--- src/rtl/y86_pkg.sv ---
// Shared Y86-64 encodings, memory-stage FSM states and the data-memory access payload.
package y86_pkg;

    localparam logic [3:0] ICODE_HALT   = 4'h0;
    localparam logic [3:0] ICODE_NOP    = 4'h1;
    localparam logic [3:0] ICODE_RRMOVQ = 4'h2;
    localparam logic [3:0] ICODE_IRMOVQ = 4'h3;
    localparam logic [3:0] ICODE_RMMOVQ = 4'h4;
    localparam logic [3:0] ICODE_MRMOVQ = 4'h5;
    localparam logic [3:0] ICODE_OPQ    = 4'h6;
    localparam logic [3:0] ICODE_JXX    = 4'h7;
    localparam logic [3:0] ICODE_CALL   = 4'h8;
    localparam logic [3:0] ICODE_RET    = 4'h9;
    localparam logic [3:0] ICODE_PUSHQ  = 4'hA;
    localparam logic [3:0] ICODE_POPQ   = 4'hB;

    localparam logic [2:0] STAT_AOK = 3'd1;
    localparam logic [2:0] STAT_HLT = 3'd2;
    localparam logic [2:0] STAT_ADR = 3'd3;
    localparam logic [2:0] STAT_INS = 3'd4;

    typedef enum logic [1:0] {IDLE, REQ, DONE} memState_t;
    typedef enum logic [1:0] {OP_NONE, OP_READ, OP_WRITE} memOp_t;

    typedef struct packed {
        logic        we;
        logic [63:0] addr;
        logic [63:0] wdata;
    } memAccess_t;

    // Which kind of data-memory access an instruction makes in the M stage.
    function automatic memOp_t decodeOp(input logic [3:0] icode);
        case (icode)
            ICODE_MRMOVQ, ICODE_POPQ, ICODE_RET:   decodeOp = OP_READ;
            ICODE_RMMOVQ, ICODE_PUSHQ, ICODE_CALL: decodeOp = OP_WRITE;
            default:                               decodeOp = OP_NONE;
        endcase
    endfunction

endpackage

--- src/rtl/wait_timer.sv ---
// Cycle counter for memory wait states; expired goes high on the cycle the count equals TIMEOUT.
module wait_timer #(
    parameter int unsigned TMR_W   = 8,
    parameter int unsigned TIMEOUT = 255
) (
    input  logic clk_i,
    input  logic rst_i,
    input  logic clear,
    input  logic enable,
    output logic expired
);

    logic [TMR_W-1:0] count;
    logic [TMR_W-1:0] countInc;

    assign countInc = count + TMR_W'(1);

    // expired is registered alongside the count so it lines up with count==TIMEOUT
    always_ff @(posedge clk_i or posedge rst_i) begin
        if (rst_i) begin
            count   <= '0;
            expired <= 1'b0;
        end else if (clear) begin
            count   <= '0;
            expired <= (TIMEOUT == 0);
        end else if (enable) begin
            count   <= countInc;
            expired <= (countInc == TMR_W'(TIMEOUT));
        end
    end

endmodule

--- src/rtl/mem_access_ctrl.sv ---
// Y86-64 memory-stage controller: decodes M_icode, runs a req/ack data-memory access and
// returns m_valM/m_stat to writeback, stalling the pipe through m_busy_o while it waits.
module mem_access_ctrl
    import y86_pkg::*;
#(
    parameter int unsigned MEM_BYTES = 4096,
    parameter int unsigned TIMEOUT   = 255,
    parameter int unsigned TMR_W     = 8
) (
    input  logic        clk_i,
    input  logic        rst_i,
    input  logic [3:0]  M_icode_i,
    input  logic [2:0]  M_stat_i,
    input  logic [63:0] M_valE_i,
    input  logic [63:0] M_valA_i,
    input  logic        M_stall_i,
    output logic        mem_req_o,
    output logic        mem_we_o,
    output logic [63:0] mem_addr_o,
    output logic [63:0] mem_wdata_o,
    input  logic        mem_ack_i,
    input  logic [63:0] mem_rdata_i,
    input  logic        mem_err_i,
    output logic [63:0] m_valM_o,
    output logic [2:0]  m_stat_o,
    output logic        m_busy_o
);

    memState_t   state;
    memOp_t      op;
    memAccess_t  acc;
    memAccess_t  nextAcc;
    logic [64:0] endAddr;
    logic        inRange;
    logic        isMemOk;
    logic        startAcc;
    logic        inReq;
    logic        timerExpired;
    logic        memReq;
    logic [63:0] valM;
    logic [2:0]  statReg;

    assign op = decodeOp(M_icode_i);

    // popq/ret address through the stack pointer in valA, everything else through valE
    always_comb begin
        nextAcc.we    = (op == OP_WRITE);
        nextAcc.addr  = ((M_icode_i == ICODE_POPQ) || (M_icode_i == ICODE_RET)) ? M_valA_i : M_valE_i;
        nextAcc.wdata = M_valA_i;
    end

    // 65-bit end address so accesses near 2^64 cannot wrap into range
    assign endAddr  = {1'b0, nextAcc.addr} + 65'd8;
    assign inRange  = (endAddr <= 65'(MEM_BYTES));
    assign isMemOk  = (op != OP_NONE) && (M_stat_i == STAT_AOK);
    assign startAcc = (state == IDLE) && isMemOk && inRange;
    assign inReq    = (state == REQ);

    wait_timer #(
        .TMR_W  (TMR_W),
        .TIMEOUT(TIMEOUT)
    ) u_waitTimer (
        .clk_i  (clk_i),
        .rst_i  (rst_i),
        .clear  (startAcc),
        .enable (inReq),
        .expired(timerExpired)
    );

    always_ff @(posedge clk_i or posedge rst_i) begin
        if (rst_i) begin
            state   <= IDLE;
            memReq  <= 1'b0;
            acc     <= '0;
            valM    <= '0;
            statReg <= STAT_AOK;
        end else begin
            case (state)
                IDLE: begin
                    if (startAcc) begin
                        acc    <= nextAcc;
                        memReq <= 1'b1;
                        valM   <= '0;
                        state  <= REQ;
                    end
                end
                REQ: begin
                    // a fault reported alongside an ack still fails the access
                    if (mem_err_i) begin
                        statReg <= STAT_ADR;
                        memReq  <= 1'b0;
                        state   <= DONE;
                    end else if (mem_ack_i) begin
                        if (!acc.we) begin
                            valM <= mem_rdata_i;
                        end
                        statReg <= STAT_AOK;
                        memReq  <= 1'b0;
                        state   <= DONE;
                    end else if (timerExpired) begin
                        statReg <= STAT_ADR;
                        memReq  <= 1'b0;
                        state   <= DONE;
                    end
                end
                DONE: begin
                    if (!M_stall_i) begin
                        valM  <= '0;
                        state <= IDLE;
                    end
                end
                default: state <= IDLE;
            endcase
        end
    end

    // Busy and status must react to the incoming instruction in the same IDLE cycle.
    always_comb begin
        m_busy_o = 1'b0;
        m_stat_o = M_stat_i;
        case (state)
            IDLE: begin
                if (isMemOk) begin
                    if (inRange) begin
                        m_busy_o = 1'b1;
                    end else begin
                        m_stat_o = STAT_ADR;
                    end
                end
            end
            REQ:     m_busy_o = 1'b1;
            DONE:    m_stat_o = statReg;
            default: m_busy_o = 1'b0;
        endcase
    end

    assign mem_req_o   = memReq;
    assign mem_we_o    = acc.we;
    assign mem_addr_o  = acc.addr;
    assign mem_wdata_o = acc.wdata;
    assign m_valM_o    = valM;

endmodule

--- config.mk ---
export PLATFORM = sky130hd
export DESIGN_NAME = mem_access_ctrl
export DESIGN_NICKNAME = d
export VERILOG_FILES = /design/src/rtl/y86_pkg.sv /design/src/rtl/wait_timer.sv /design/src/rtl/mem_access_ctrl.sv
export SDC_FILE = /design/constraint.sdc
export NUM_CORES = 1
export LEC_CHECK = 0
export ABC_AREA = 1
export ABC_CLOCK_PERIOD_IN_PS = 6950
export BUFFER_PORTS_ARGS = -buffer_cell sky130_fd_sc_hd__buf_2
export CAP_MARGIN = 10
export CORE_MARGIN = 8
export CORE_UTILIZATION = 35
export CTS_BUF_LIST = sky130_fd_sc_hd__clkbuf_8
export DETAILED_ROUTE_END_ITERATION = 8
export PLACE_DENSITY = 0.71
export SYNTH_ARGS = -nofsm -noshare
export SYNTH_HDL_FRONTEND = slang
export SYNTH_HIERARCHICAL = 1
export SYNTH_SLANG_ARGS = --single-unit
--- constraint.sdc ---
create_clock -name clk_i -period 6.95 [get_ports clk_i]
set_input_delay 1.0425 -clock clk_i [delete_from_list [all_inputs] [get_ports clk_i]]
set_output_delay 1.0425 -clock clk_i [all_outputs]
set_load 0.02 [all_outputs]
# Yosys cells after proc, flatten, opt, wreduce, memory -nomap -nowiden
# Cells that the tools add are included.
[totals]
output_inout_bits = 198
regBits = 208
inputBits = 204
[op_classes]
mux = 32
addsub = 2
order_cmp = 1
n_reduce_logical = 17
eq_ne = 17
[ops]
columns = ["operator", "count"]
rows = [
  ["$mux 64", 6],
  ["$pmux 64 s3", 1],
  ["$add 64x4->65 const B", 1],
  ["$le 65x13->1 const B", 1],
  ["$eq 4x4->1 const B", 4],
  ["$mux 8", 2],
  ["$mux 3", 5],
  ["$mux 2", 5],
  ["$ne 2x2->1 const B", 5],
  ["$add 8x1->8 const B", 1],
  ["$eq 4x3->1 const B", 2],
  ["$eq 8x8->1 const B", 1],
  ["$mux 1", 8],
  ["$pmux 2 s3", 1],
  ["$pmux 3 s2", 1],
  ["$reduce_and 3->1", 2],
  ["$reduce_and 6->1", 1],
  ["$reduce_bool 2->1", 3],
  ["$reduce_bool 3->1", 2],
  ["$reduce_or 3->1", 2],
  ["$eq 2x2->1 const B", 2],
  ["$ne 4x3->1 const B", 1],
  ["$pmux 1 s2", 2],
  ["$pmux 2 s2", 1],
  ["6 further kinds", 9],
]

# Logic depth before layout (Yosys ltp)
[depth]
word_depth = 9
mapped_depth = 29
mapped_depth_nobuf = 26

# Hierarchy
# The synthesis kept the hierarchy.
[by_module_without_submodules]
columns = ["module", "area_each_um2", "seq_area_each_um2", "cells_per_inst", "n_inst"]
rows = [
  ["mem_access_ctrl", 11338.4, 4929.7, 1715, 1],
  ["wait_timer", 504.2, 225.2, 65, 1],
]

# Least setup slack after synthesis
# OpenSTA, ideal clock, no wires.
[synth_timing]
path_type = "input-to-output"
start = "in M_icode_i[3]"
end = "out m_busy_o"
path_slack_ps = 2053
n_path_buf = 4
cell_stages = 25
required_ps = 5907
t_arrival_ps = 3854
path_cell_list = "buf_2 -> inv_2 -> nor2_4 -> nand3_1 -> nand2_1 -> ha_1 -> clkbuf_1 -> nand3_1 -> inv_2 -> nand2_2 -> nor2_4 -> nand2_1 -> nand2_1 -> nand2_1 -> inv_1 -> nand2_1 -> nor2_1 -> nand3_1 -> nor2_1 -> nand2_1 -> nand2_2 -> nand3_4 -> buf_2 -> buf_2 -> nand2_1"
[synth_rtl]
columns = ["item", "line_no", "source"]
rows = [
  ["start: declaration", "mem_access_ctrl.sv:12", "input logic [3:0] M_icode_i,"],
  ["end: declaration", "mem_access_ctrl.sv:26", "output logic m_busy_o"],
]

# Worst setup path in the final report
[layout_timing]
start = "in M_icode_i[3]"
end = "out m_busy_o"
[layout_between]
elab_chain_len = 8
elab_cells_between_ends = 18
classes_between = "add/sub (1); order compare (1); eq/ne (6); mux (5); reduce/logical (5)"
[layout_lines]
columns = ["item", "line_no", "source"]
rows = [
  ["$eq 4x4->1", "y86_pkg.sv:33, mem_access_ctrl.sv:48", ""],
  ["$logic_or 1x1->1", "mem_access_ctrl.sv:48", "nextAcc.addr = ((M_icode_i == ICODE_POPQ) || (M_icode_i == ICODE_RET)) ? M_valA_i : M_valE_i;"],
  ["$mux 64", "mem_access_ctrl.sv:48", ""],
  ["$add 64x4->65", "mem_access_ctrl.sv:53", "assign endAddr = {1'b0, nextAcc.addr} + 65'd8;"],
  ["$le 65x13->1", "mem_access_ctrl.sv:54", "assign inRange = (endAddr <= 65'(MEM_BYTES));"],
  ["$mux 1", "mem_access_ctrl.sv:124", "if (inRange) begin"],
  ["$mux 1 (*)", "mem_access_ctrl.sv:123", "if (isMemOk) begin"],
  ["$pmux 1 s2 (*)", "mem_access_ctrl.sv:121", "case (state)"],
]
# Mark *: on every way between the ends. The rest lies on a longest branch, timed or not.

==> flow_summary.ini <==
[detailed_routing]
wl_per_cell_um = 17.1
drt-vias-per-instance = 4.73
dr_total_vias = 12516
routed_wl_um = 45100
drtIter0Drc = 728
drt-pass1-iter-count = 5
ant_nets = 0
drc = 0

[critical_path]
start_kind = input pin
r2r_start = state[0]
worst_setup_path_end_kind = output pin
cp_slowest_cell = buf_4
rr_worst_depth = 5
critPathBufInv = 4
path_delay_family = simple AND/OR/NAND/NOR gates
worst-path-max-fanout = 49
crit_top_cell = nand2_1
reg2reg_to = u_waitTimer/count[2]
cpPeakStageDelay_ns = 0.45
ff2ff_setup_slack_ns = 4.14
critical_path_class = input pin to output pin
crit_path_cell_trace = buf_2, nand3_2, buf_4, buf_4, nand2_1, nand2_1, nand2_1, nor2_1, nand2_1, nor2_1, nand4_1, xor2_1, nand2_1, nor2_1, nand2_1, nand2_2, nand3_4, nand2_1, buf_2
required_ns = 5.91
arrival_ns = 4.84

[clocking]
postCtsHoldBufs = 0
numCtsBuffers = 38
clk_pin_slew_ns = 0.06
post_cts_resized = 0
htree_levels = 2
cts_num_sinks = 206
clockBufferDepth = 3
clkLatencyLatePin_ns = 0.55
post_cts_buffers = 0
clock-root-buffer = clkbuf_8
cts_tree = done

[logic_synthesis]
ys.flop_type = dfrtp_1
yosysMostFrequentCell = nand2_1
yosysWarnings = 6
yosys-top-cells-area = dfrtp_1, nand2_1, nor2_1, inv_1, nand3_1
async_flop_share_pct = 100
synth_common_cells = nand2_1, nor2_1, dfrtp_1, inv_1, nand3_1
synth_top_area_cell = dfrtp_1
synth-seq-area-share_pct = 43.5
synth_seq_cells = 206
syn-cell-area_mm2 = 0.0118
syn-instance-count = 1780
synthDistinctLibCells = 33
yosys.area.top_type_share_pct = 43.5
syn_area_per_cell_um2 = 6.65
synth_edf_count = 0
synth.net_count = 1987

[sta]
skew_ns = 0.0384
period_minus_slack_ns = 5.88
finalCritPeriodShare_pct = 84.6
setup_viol = 0
slew_headroom_pct = 32.6
finalMaxSlewViolations = 0
hold_violations = 0
tns_ns = 0
worst_slew_pin_slew_ns = 1.01
rsz0062_at_grt = no
finalWorstSetupSlack_ns = 1.07
fmax_ghz = 0.170

[die]
start_util_pct = 35.4
core_area_mm2 = 0.0334
die_x_um = 200
row_count = 67
ios = 402
die-height_um = 200
dieArea_mm2 = 0.0400

[pwr]
p_int_w = 0.00195
p_sw_share_pct = 27.9
ir_worst_vdd_mv = 0.154
p_leak_nw = 9.37
p_comb_share_pct = 11.8
clockPowerShare_pct = 43.1
power.density_mw_per_mm2 = 181
p_switching_w = 0.000754
power_frac_seq_pct = 45.0

[final_layout]
drive_above_1_share_pct = 22.7
nNetsFinal = 2370
area_growth_syn_to_layout_pct = 26.1
instances_no_fill = 2644
design_area_mm2 = 0.0149

[placed_design]
dp_hpwl_um = 35100
place.gp.congestion = 0.935
pre_cts_ws_ns = 0.924
dp.cells = 2570
numPortBuffers = 401
place_area_mm2 = 0.0141

[hold_path]
whs_path_depth = 2
min_to = mem_addr_o[20]
hold_start = mem_addr_o[20]
min_path_type = register to register

[global_routing]
groute.usage.overall_pct = 21.9
grt_max_degree = 118
overflow = 0
grt_pass1_vias = 12564
grt_pass1_wl_um = 68900
antenna_found_initial = 4

[run]
cap_violations = 0

[run_status]
outcome = finished clean
worst min-delay path, delay by kind of cell, from the launching register on:
family	cells	cell delay, ns
flip-flops	1	0.33
AND/OR/NAND/NOR	1	0.05
buffers and inverters	1	0.04
registers in the layout, summed over array words and instances (netlist names):
signal and flops:
mem_wdata_o 64, u_waitTimer/count 8, mem_we_o 1, u_waitTimer/expired 1, mem_req_o 1, mem_addr_o 64
m_valM_o 64, state 2, statReg 1
power groups by stage:
stage | logic, W | clock network [W] | registers, W
2_1_floorplan | 0.000170 | 0 | 0.00125
3_3_place_gp | 0.000319 | 0 | 0.00124
3_5_place_dp | 0.000320 | 0 | 0.00124
4_1_cts | 0.000322 | 0.00121 | 0.00122
5_1_grt | 0.000358 | 0.00126 | 0.00122
6_report | 0.000321 | 0.00117 | 0.00122
layout make-up:
cell class              instances  area, um^2
diodes                          5        12.5
multi-input cells            1294        5520
inverters                     208         788
clock inverters                19         100
clock buffers                  49         674
flip-flops and latches        206        5150
repair buffers                415        2120
well taps                     448         561
fillers                      3503       18500
worst max-delay path by stage:
stage	startpoint	to	cells past startpoint
floorplan	rst_i	m_valM_o[0]	1
global placement	M_icode_i[3]	u_waitTimer/expired	23
detailed placement	M_icode_i[3]	u_waitTimer/count[2]	20
CTS	M_icode_i[3]	m_busy_o	19
global route	M_icode_i[3]	m_busy_o	18
finish	M_icode_i[3]	m_busy_o	19
kinds of logic (layout without fill, tap and decap cells):
group / count (synthesis) / after routing / share of synthesized area [%]
adders and majority gates: 3 / 3 / 0.317
AOI/OAI and AO/OA: 49 / 49 / 2.21
xor gates and xnor gates: 17 / 17 / 1.26
buffers and inverters: 280 / 691 / 9.92
DFF: 206 / 206 / 43.5
and+or+nand+nor: 1225 / 1225 / 42.8
other: 0 / 5 / 0
per-stage QoR:
stage | hold slack (ns) | total power, W | utilization [%]
after floorplan | 0.450 | 0.00142 | -
after global placement | 0.445 | 0.00156 | 42.3
after detailed placement | 0.446 | 0.00156 | 42.3
after CTS | 0.463 | 0.00275 | 44.6
after global routing | 0.481 | 0.00284 | 44.6
final | 0.458 | 0.00271 | 44.7
metal layers:
metal | vias up | share of wire [%] | global-route usage, %
li1 | 6241 | - | -
met1 | 5815 | 41 | 26.2
met2 | 401 | 48 | 37.8
met3 | 57 | 8.4 | 6.24
met4 | 2 | 2.4 | 6.62
met5 | - | 0.029 | 0
cells in the final DEF (no fill, tap or decap), drive strengths merged, types with 4 or more instances in the layout:
| cell type | synthesis | layout |
|---|---|---|
| buf | 55 | 415 |
| clkbuf | 17 | 49 |
| clkinv | 1 | 4 |
| dfrtp | 206 | 206 |
| diode | 0 | 5 |
| inv | 207 | 222 |
| nand2 | 775 | 775 |
| nand3 | 132 | 132 |
| nand3b | 7 | 7 |
| nand4 | 63 | 63 |
| nor2 | 230 | 230 |
| nor3 | 11 | 11 |
| o21ai | 40 | 40 |
| xnor2 | 4 | 4 |
| xor2 | 13 | 13 |
(Power assumes the default switching activity.)
